`config.mk`:
```
export PLATFORM = sky130hd
export DESIGN_NAME = sig_bundle_serializer_flat
export DESIGN_NICKNAME = d
export VERILOG_FILES = /design/src/rtl/sig_bundle_serializer_if.sv /design/src/rtl/sig_bundle_serializer.sv /design/src/flat_wrapper.sv
export SDC_FILE = /design/constraint.sdc
export NUM_CORES = 1
export LEC_CHECK = 0
export ABC_AREA = 1
export BUFFER_PORTS_ARGS = -buffer_cell sky130_fd_sc_hd__buf_2
export CELL_PAD_IN_SITES_DETAIL_PLACEMENT = 1
export CELL_PAD_IN_SITES_GLOBAL_PLACEMENT = 2
export CORE_UTILIZATION = 32
export DETAILED_ROUTE_END_ITERATION = 7
export MAX_ROUTING_LAYER = met4
export PLACE_DENSITY_LB_ADDON = 0.1
export SLEW_MARGIN = 25
export SYNTH_ARGS = -nofsm -noshare
export SYNTH_HDL_FRONTEND = slang
export SYNTH_SLANG_ARGS = --single-unit
```
`constraint.sdc`:
```
create_clock -name clk -period 3.2 [get_ports clk]
set_input_delay 0.64 -clock clk [delete_from_list [all_inputs] [get_ports clk]]
set_output_delay 0.64 -clock clk [all_outputs]
set_load 0.02 [all_outputs]
```
`src/rtl/sig_bundle_serializer_if.sv`:
```
// Bundle-in / byte-out handshake bundle for sig_bundle_serializer.
// slave is the serializer's view, master is the producer/consumer side.
interface sig_bundle_serializer_if #(parameter int N = 3);
  logic                in_valid;
  logic                in_ready;
  logic                sig_i;
  logic [1:0]          sig_j;
  logic [0:N-1][7:0]   sig_k;
  logic [7:0]          sig_l [0:N-1];
  logic                out_valid;
  logic                out_ready;
  logic [7:0]          out_data;
  logic                out_last;

  modport slave (
    input  in_valid, sig_i, sig_j, sig_k, sig_l, out_ready,
    output in_ready, out_valid, out_data, out_last
  );

  modport master (
    output in_valid, sig_i, sig_j, sig_k, sig_l, out_ready,
    input  in_ready, out_valid, out_data, out_last
  );
endinterface

```
`src/rtl/sig_bundle_serializer.sv`:
```
// Captures one sig_i/j/k/l bundle per handshake and streams it as a byte frame:
// header {HDR_TAG, sig_i, sig_j}, then sig_k[0..N-1], then sig_l[0..N-1].
//
// state | meaning
// IDLE  | no frame in flight, in_ready=1
// HDR   | header byte on out_data
// KB    | sig_k[idx] on out_data
// LB    | sig_l[idx] on out_data; last index carries out_last
module sig_bundle_serializer #(
  parameter int          N       = 3,
  parameter logic [4:0]  HDR_TAG = 5'h15
) (
  input  logic                  clk,
  input  logic                  rst,
  sig_bundle_serializer_if.slave bus,
  output logic                  busy,
  output logic [15:0]           frame_cnt
);

  localparam int IW = (N > 1) ? $clog2(N) : 1;
  localparam logic [IW-1:0] IDX_LAST = IW'(N - 1);

  typedef enum logic [1:0] {IDLE, HDR, KB, LB} state_t;

  state_t            state;
  logic [IW-1:0]     idx;
  logic [0:N-1][7:0] k_q;
  logic [7:0]        l_q [0:N-1];
  logic [15:0]       cnt_q;

  logic          out_fire;
  logic          last_fire;
  logic          in_fire;
  logic [IW-1:0] idx_nx;

  assign out_fire  = bus.out_valid & bus.out_ready;
  assign last_fire = (state == LB) && (idx == IDX_LAST) && out_fire;
  // Accepting on the last-byte handshake lets frames run back-to-back.
  assign bus.in_ready = ~rst & ((state == IDLE) | last_fire);
  assign in_fire   = bus.in_valid & bus.in_ready;
  assign idx_nx    = idx + 1'b1;
  assign busy      = (state != IDLE);
  assign frame_cnt = cnt_q;

  always_ff @(posedge clk) begin
    if (rst) begin
      state         <= IDLE;
      idx           <= '0;
      bus.out_valid <= 1'b0;
      bus.out_data  <= 8'h00;
      bus.out_last  <= 1'b0;
      cnt_q         <= 16'h0000;
    end else begin
      cnt_q <= cnt_q + {15'd0, last_fire};
      if (in_fire) begin
        state         <= HDR;
        idx           <= '0;
        k_q           <= bus.sig_k;
        l_q           <= bus.sig_l;
        bus.out_valid <= 1'b1;
        bus.out_data  <= {HDR_TAG, bus.sig_i, bus.sig_j};
        bus.out_last  <= 1'b0;
      end else if (out_fire) begin
        case (state)
          HDR: begin
            state        <= KB;
            idx          <= '0;
            bus.out_data <= k_q[0];
            bus.out_last <= 1'b0;
          end
          KB: begin
            if (idx == IDX_LAST) begin
              state        <= LB;
              idx          <= '0;
              bus.out_data <= l_q[0];
              bus.out_last <= (N == 1);
            end else begin
              idx          <= idx_nx;
              bus.out_data <= k_q[idx_nx];
            end
          end
          LB: begin
            if (idx == IDX_LAST) begin
              state         <= IDLE;
              bus.out_valid <= 1'b0;
              bus.out_last  <= 1'b0;
            end else begin
              idx          <= idx_nx;
              bus.out_data <= l_q[idx_nx];
              bus.out_last <= (idx_nx == IDX_LAST);
            end
          end
          default: state <= IDLE;
        endcase
      end
    end
  end

endmodule

```
`src/flat_wrapper.sv`:
```
// flat-port wrapper written by rule: the top's interface ports become plain ports
module sig_bundle_serializer_flat 
#(
  parameter int          N       = 3,
  parameter logic [4:0]  HDR_TAG = 5'h15
)
  (clk, rst, busy, frame_cnt, bus_in_valid, bus_sig_i, bus_sig_j, bus_sig_k, bus_sig_l, bus_out_ready, bus_in_ready, bus_out_valid, bus_out_data, bus_out_last);
  sig_bundle_serializer_if #(.N(N)) bus_i ();
  input  logic clk;
  input  logic rst;
  output logic busy;
  output logic [15:0] frame_cnt;
  input wire logic [$bits(bus_i.in_valid)-1:0] bus_in_valid;
  input wire logic [$bits(bus_i.sig_i)-1:0] bus_sig_i;
  input wire logic [$bits(bus_i.sig_j)-1:0] bus_sig_j;
  input wire logic [$bits(bus_i.sig_k)-1:0] bus_sig_k;
  input wire logic [$bits(bus_i.sig_l)-1:0] bus_sig_l;
  input wire logic [$bits(bus_i.out_ready)-1:0] bus_out_ready;
  output wire logic [$bits(bus_i.in_ready)-1:0] bus_in_ready;
  output wire logic [$bits(bus_i.out_valid)-1:0] bus_out_valid;
  output wire logic [$bits(bus_i.out_data)-1:0] bus_out_data;
  output wire logic [$bits(bus_i.out_last)-1:0] bus_out_last;
  assign bus_i.in_valid = bus_in_valid;
  assign bus_i.sig_i = bus_sig_i;
  assign bus_i.sig_j = bus_sig_j;
  assign bus_i.sig_k = bus_sig_k;
  assign bus_i.sig_l = {>>{bus_sig_l}};
  assign bus_i.out_ready = bus_out_ready;
  assign bus_in_ready = bus_i.in_ready;
  assign bus_out_valid = bus_i.out_valid;
  assign bus_out_data = bus_i.out_data;
  assign bus_out_last = bus_i.out_last;
  sig_bundle_serializer #(.N(N), .HDR_TAG(HDR_TAG)) u_core (.clk(clk), .rst(rst), .bus(bus_i), .busy(busy), .frame_cnt(frame_cnt));
endmodule
```
==> impl_metrics.py <==
metrics = {
    "cts": {
        "worstSkewPairLatency_ps": 360,
        "htreeDepth": 3,
        "clockRootBuffer": "clkbuf_8",
        "cts.path.max_buffers": 2,
        "clk_pin_slew_ps": 80,
        "postCtsSetupRepairBufs": 0,
        "cts.sinks": 78,
        "cts_tree": "built",
        "cts_resized": 0,
        "cts_hold_buffers": 0,
        "cts_buffers": 9,
    },
    "yosys": {
        "synth_seq_cells": 78,
        "synth_xor_xnor_area_share": 0.002468,
        "syn_avg_cell_area_um2": 9.006,
        "ys_seq_area_frac": 0.5755,
        "synth_top_family_by_area": "simple AND/OR/NAND/NOR gates",
        "synth-adder-area-share": 0.03173,
        "synth_compound_area_frac": 0.09591,
        "synth.distinct_cells": 30,
        "synth-simple-area-share": 0.2267,
        "yosys_warnings": 0,
        "syn-num-nets": 458,
        "muxShareOfSynthArea": 0,
        "synth_cells": 394,
        "syn-cell-area_um2": 3548,
    },
    "sta": {
        "timing.slew.headroom": 0.6383,
        "min_period_ps": 2260,
        "rsz0062_at_grt": "false",
        "skew_ps": 7.210,
        "post-route-period-util": 0.7062,
        "maxSlewViolCount": 0,
        "setup_viol_count_final": 0,
        "finalHoldViolCount": 0,
        "fmax_mhz": 442.5,
        "tightest_slew_ps": 541.9,
        "fin_setup_tns_ps": 0,
    },
    "critical_path": {
        "path_max_fanout": 5,
        "ff2ff_path_depth": 16,
        "cp.required_ps": 3460,
        "cp.arrival_ps": 2520,
        "crit_path_end_kind": "flop",
        "timing.rr.start": "u_core.state[1]",
        "r2r_setup_slack_ps": 940,
        "setup.worst_path.class": "reg2reg",
        "r2r-end": "u_core.frame_cnt[12]",
        "cp-start-kind": "flop",
    },
    "global_routing": {
        "grtUsageMet1": 0.2233,
        "grt_pass1_vias": 2997,
        "grt_max_degree": 39,
        "grt_remaining_overflow": 0,
        "antenna_found_initial": 0,
        "grt_pass1_wl_um": 14860,
        "grt.busiest_layer": "met2",
        "met2_usage": 0.2765,
        "use_met3": 0.03511,
        "gr-usage-all-layers": 0.1765,
    },
    "layout": {
        "drive_above_1_share": 0.2402,
        "final_cell_mix": "nand2_1 (90), buf_2 (82), inv_1 (48), edfxtp_1 (48), nor2_1 (46)",
        "fin_nets": 546,
        "n_antenna_cell": 0,
        "syn_to_final_growth_pct": 21.05,
        "finalInstanceArea_um2": 4295,
        "layout_commonest_cell": "nand2_1",
    },
    "route": {
        "drcViolationCount": 0,
        "dr.pass1.iters": 5,
        "vias": 2915,
        "via_per_inst": 4.649,
        "ant_nets": 0,
        "wire_per_inst_um": 14.09,
        "totalWireLength_um": 8832,
        "first_iter_violations": 70,
    },
    "power": {
        "ir_drop_mv": 0.2876,
        "p_per_area_nw_per_um2": 463.4,
        "power_leakage_nw": 1.868,
    },
    "min_path": {
        "min_from": "bus_sig_l[13]",
        "holdPathEnd": "u_core.l_q[13]",
        "min_path_type": "in2reg",
        "worstHoldPathCells": 1,
    },
    "floorplanning": {
        "dieArea_um2": 11510,
        "initial_core_util": 0.3273,
        "die_w_um": 107.3,
        "rows": 38,
        "die_y_um": 107.3,
        "io_pins": 83,
        "core_area_um2": 10840,
    },
    "placed_design": {
        "io_buffers": 82,
        "dpl_cell_area_um2": 4139,
        "place_hpwl_um": 6522,
        "gp_routability_congestion": 0.7617,
    },
    "outcome": {
        "status": "finished clean",
    },
    "flow_run": {
        "maxCapViolCount": 0,
    },
}
-- cells by family (layout without fill, tap and decap cells) --
kind of cell,count (synthesis),in the layout
buffers and inverters,62,155
adder cells (fa/ha/maj),9,9
AO/OA/AOI/OAI,63,63
XOR/XNOR,1,1
flip-flops,78,78
AND/OR/NAND/NOR,181,181
-- how the worst max path moves through the flow --
stage	startpoint	slack [ps]	cells after the start	to
2_1_floorplan	u_core.idx[0]	750	18	u_core.frame_cnt[12]
3_3_place_gp	rst	760	8	u_core.bus.out_data[3]
3_5_place_dp	rst	680	8	u_core.bus.out_data[3]
4_1_cts	u_core.state[1]	920	16	u_core.frame_cnt[12]
5_1_grt	u_core.state[1]	660	16	u_core.frame_cnt[14]
6_report	u_core.state[1]	940	16	u_core.frame_cnt[12]
-- cells in the mapped netlist (all sizes together) --
cell | number | share of area
edfxtp | 48 | 0.41
and2 | 1 | 0.0018
a21oi | 27 | 0.040
or2 | 3 | 0.0060
ha | 9 | 0.032
clkbuf | 4 | 0.0042
o21ai | 29 | 0.041
o211ai | 5 | 0.011
nand2 | 94 | 0.11
inv | 50 | 0.053
nor2 | 50 | 0.059
nand3 | 25 | 0.040
clkinv | 2 | 0.0021
buf | 6 | 0.0085
nor3 | 5 | 0.0085
o31ai | 1 | 0.0021
dfxtp | 30 | 0.17
nand4 | 3 | 0.0053
o21a | 1 | 0.0021
xor2 | 1 | 0.0025
-- sequential cells by signal (all words and copies together), names as in the netlist --
name	count
u_core.bus.out_data	8
u_core.bus.out_last	1
u_core.bus.out_valid	1
u_core.frame_cnt	16
u_core.idx	2
u_core.k_q	24
u_core.l_q	24
u_core.state	2
-- metal layers --
metal / wire, um / vias to the layer above / share of wire
li1: - / 1461 / -
met1: 4215 / 1367 / 0.48
met2: 4117 / 77 / 0.47
met3: 366 / 10 / 0.041
met4: 133 / 0 / 0.015
met5: 0 / - / 0
-- critical path: stages, from the launching register on --
cell and delay, ps:
dfxtp_1 420, ha_1 220, nand2_2 80, inv_2 70
nand2_4 60, inv_1 60, ha_1 160, ha_1 160
nand2_1 80, nor2_2 140, nand3_2 120, nor2_2 140
nand2_1 110, nor2_4 140, nand3_1 80, nand2_1 60
nor2_1 40
-- cell type report --
type | count | area, um^2
Clock buffer | 10 | 127.6
Clock inverter | 6 | 28.78
Fill cell | 1282 | 6545
Inverter | 52 | 195.2
Multi-Input combinational cell | 254 | 1266
Sequential cell | 78 | 2042
Tap cell | 140 | 175.2
Timing Repair Buffer | 87 | 460.4
-- through the flow --
step | hold WS (ps) | worst slack [ps] | utilization | cells | power, W
final | 452.1 | 940.2 | 0.3962 | 627 | 0.001990
after global routing | 427.1 | 663.0 | 0.3962 | 627 | 0.002103
after CTS | 430.4 | 924.4 | 0.3962 | 627 | 0.002025
after detailed placement | 470.4 | 684.8 | 0.3818 | 611 | 0.001389
after global placement | 467.0 | 755.1 | 0.3818 | 611 | 0.001383
after floorplan | 457.7 | 746.5 | - | 394 | 0.001291
-- report_power, final --
| part | total, W | switching (W) | internal [W] |
|---|---|---|---|
| clock network | 0.000630 | 0.000359 | 0.000271 |
| logic | 0.000217 | 0.000137 | 0.0000792 |
| registers | 0.00114 | 0.0000198 | 0.00112 |
Power figures use the tool's default switching activity.
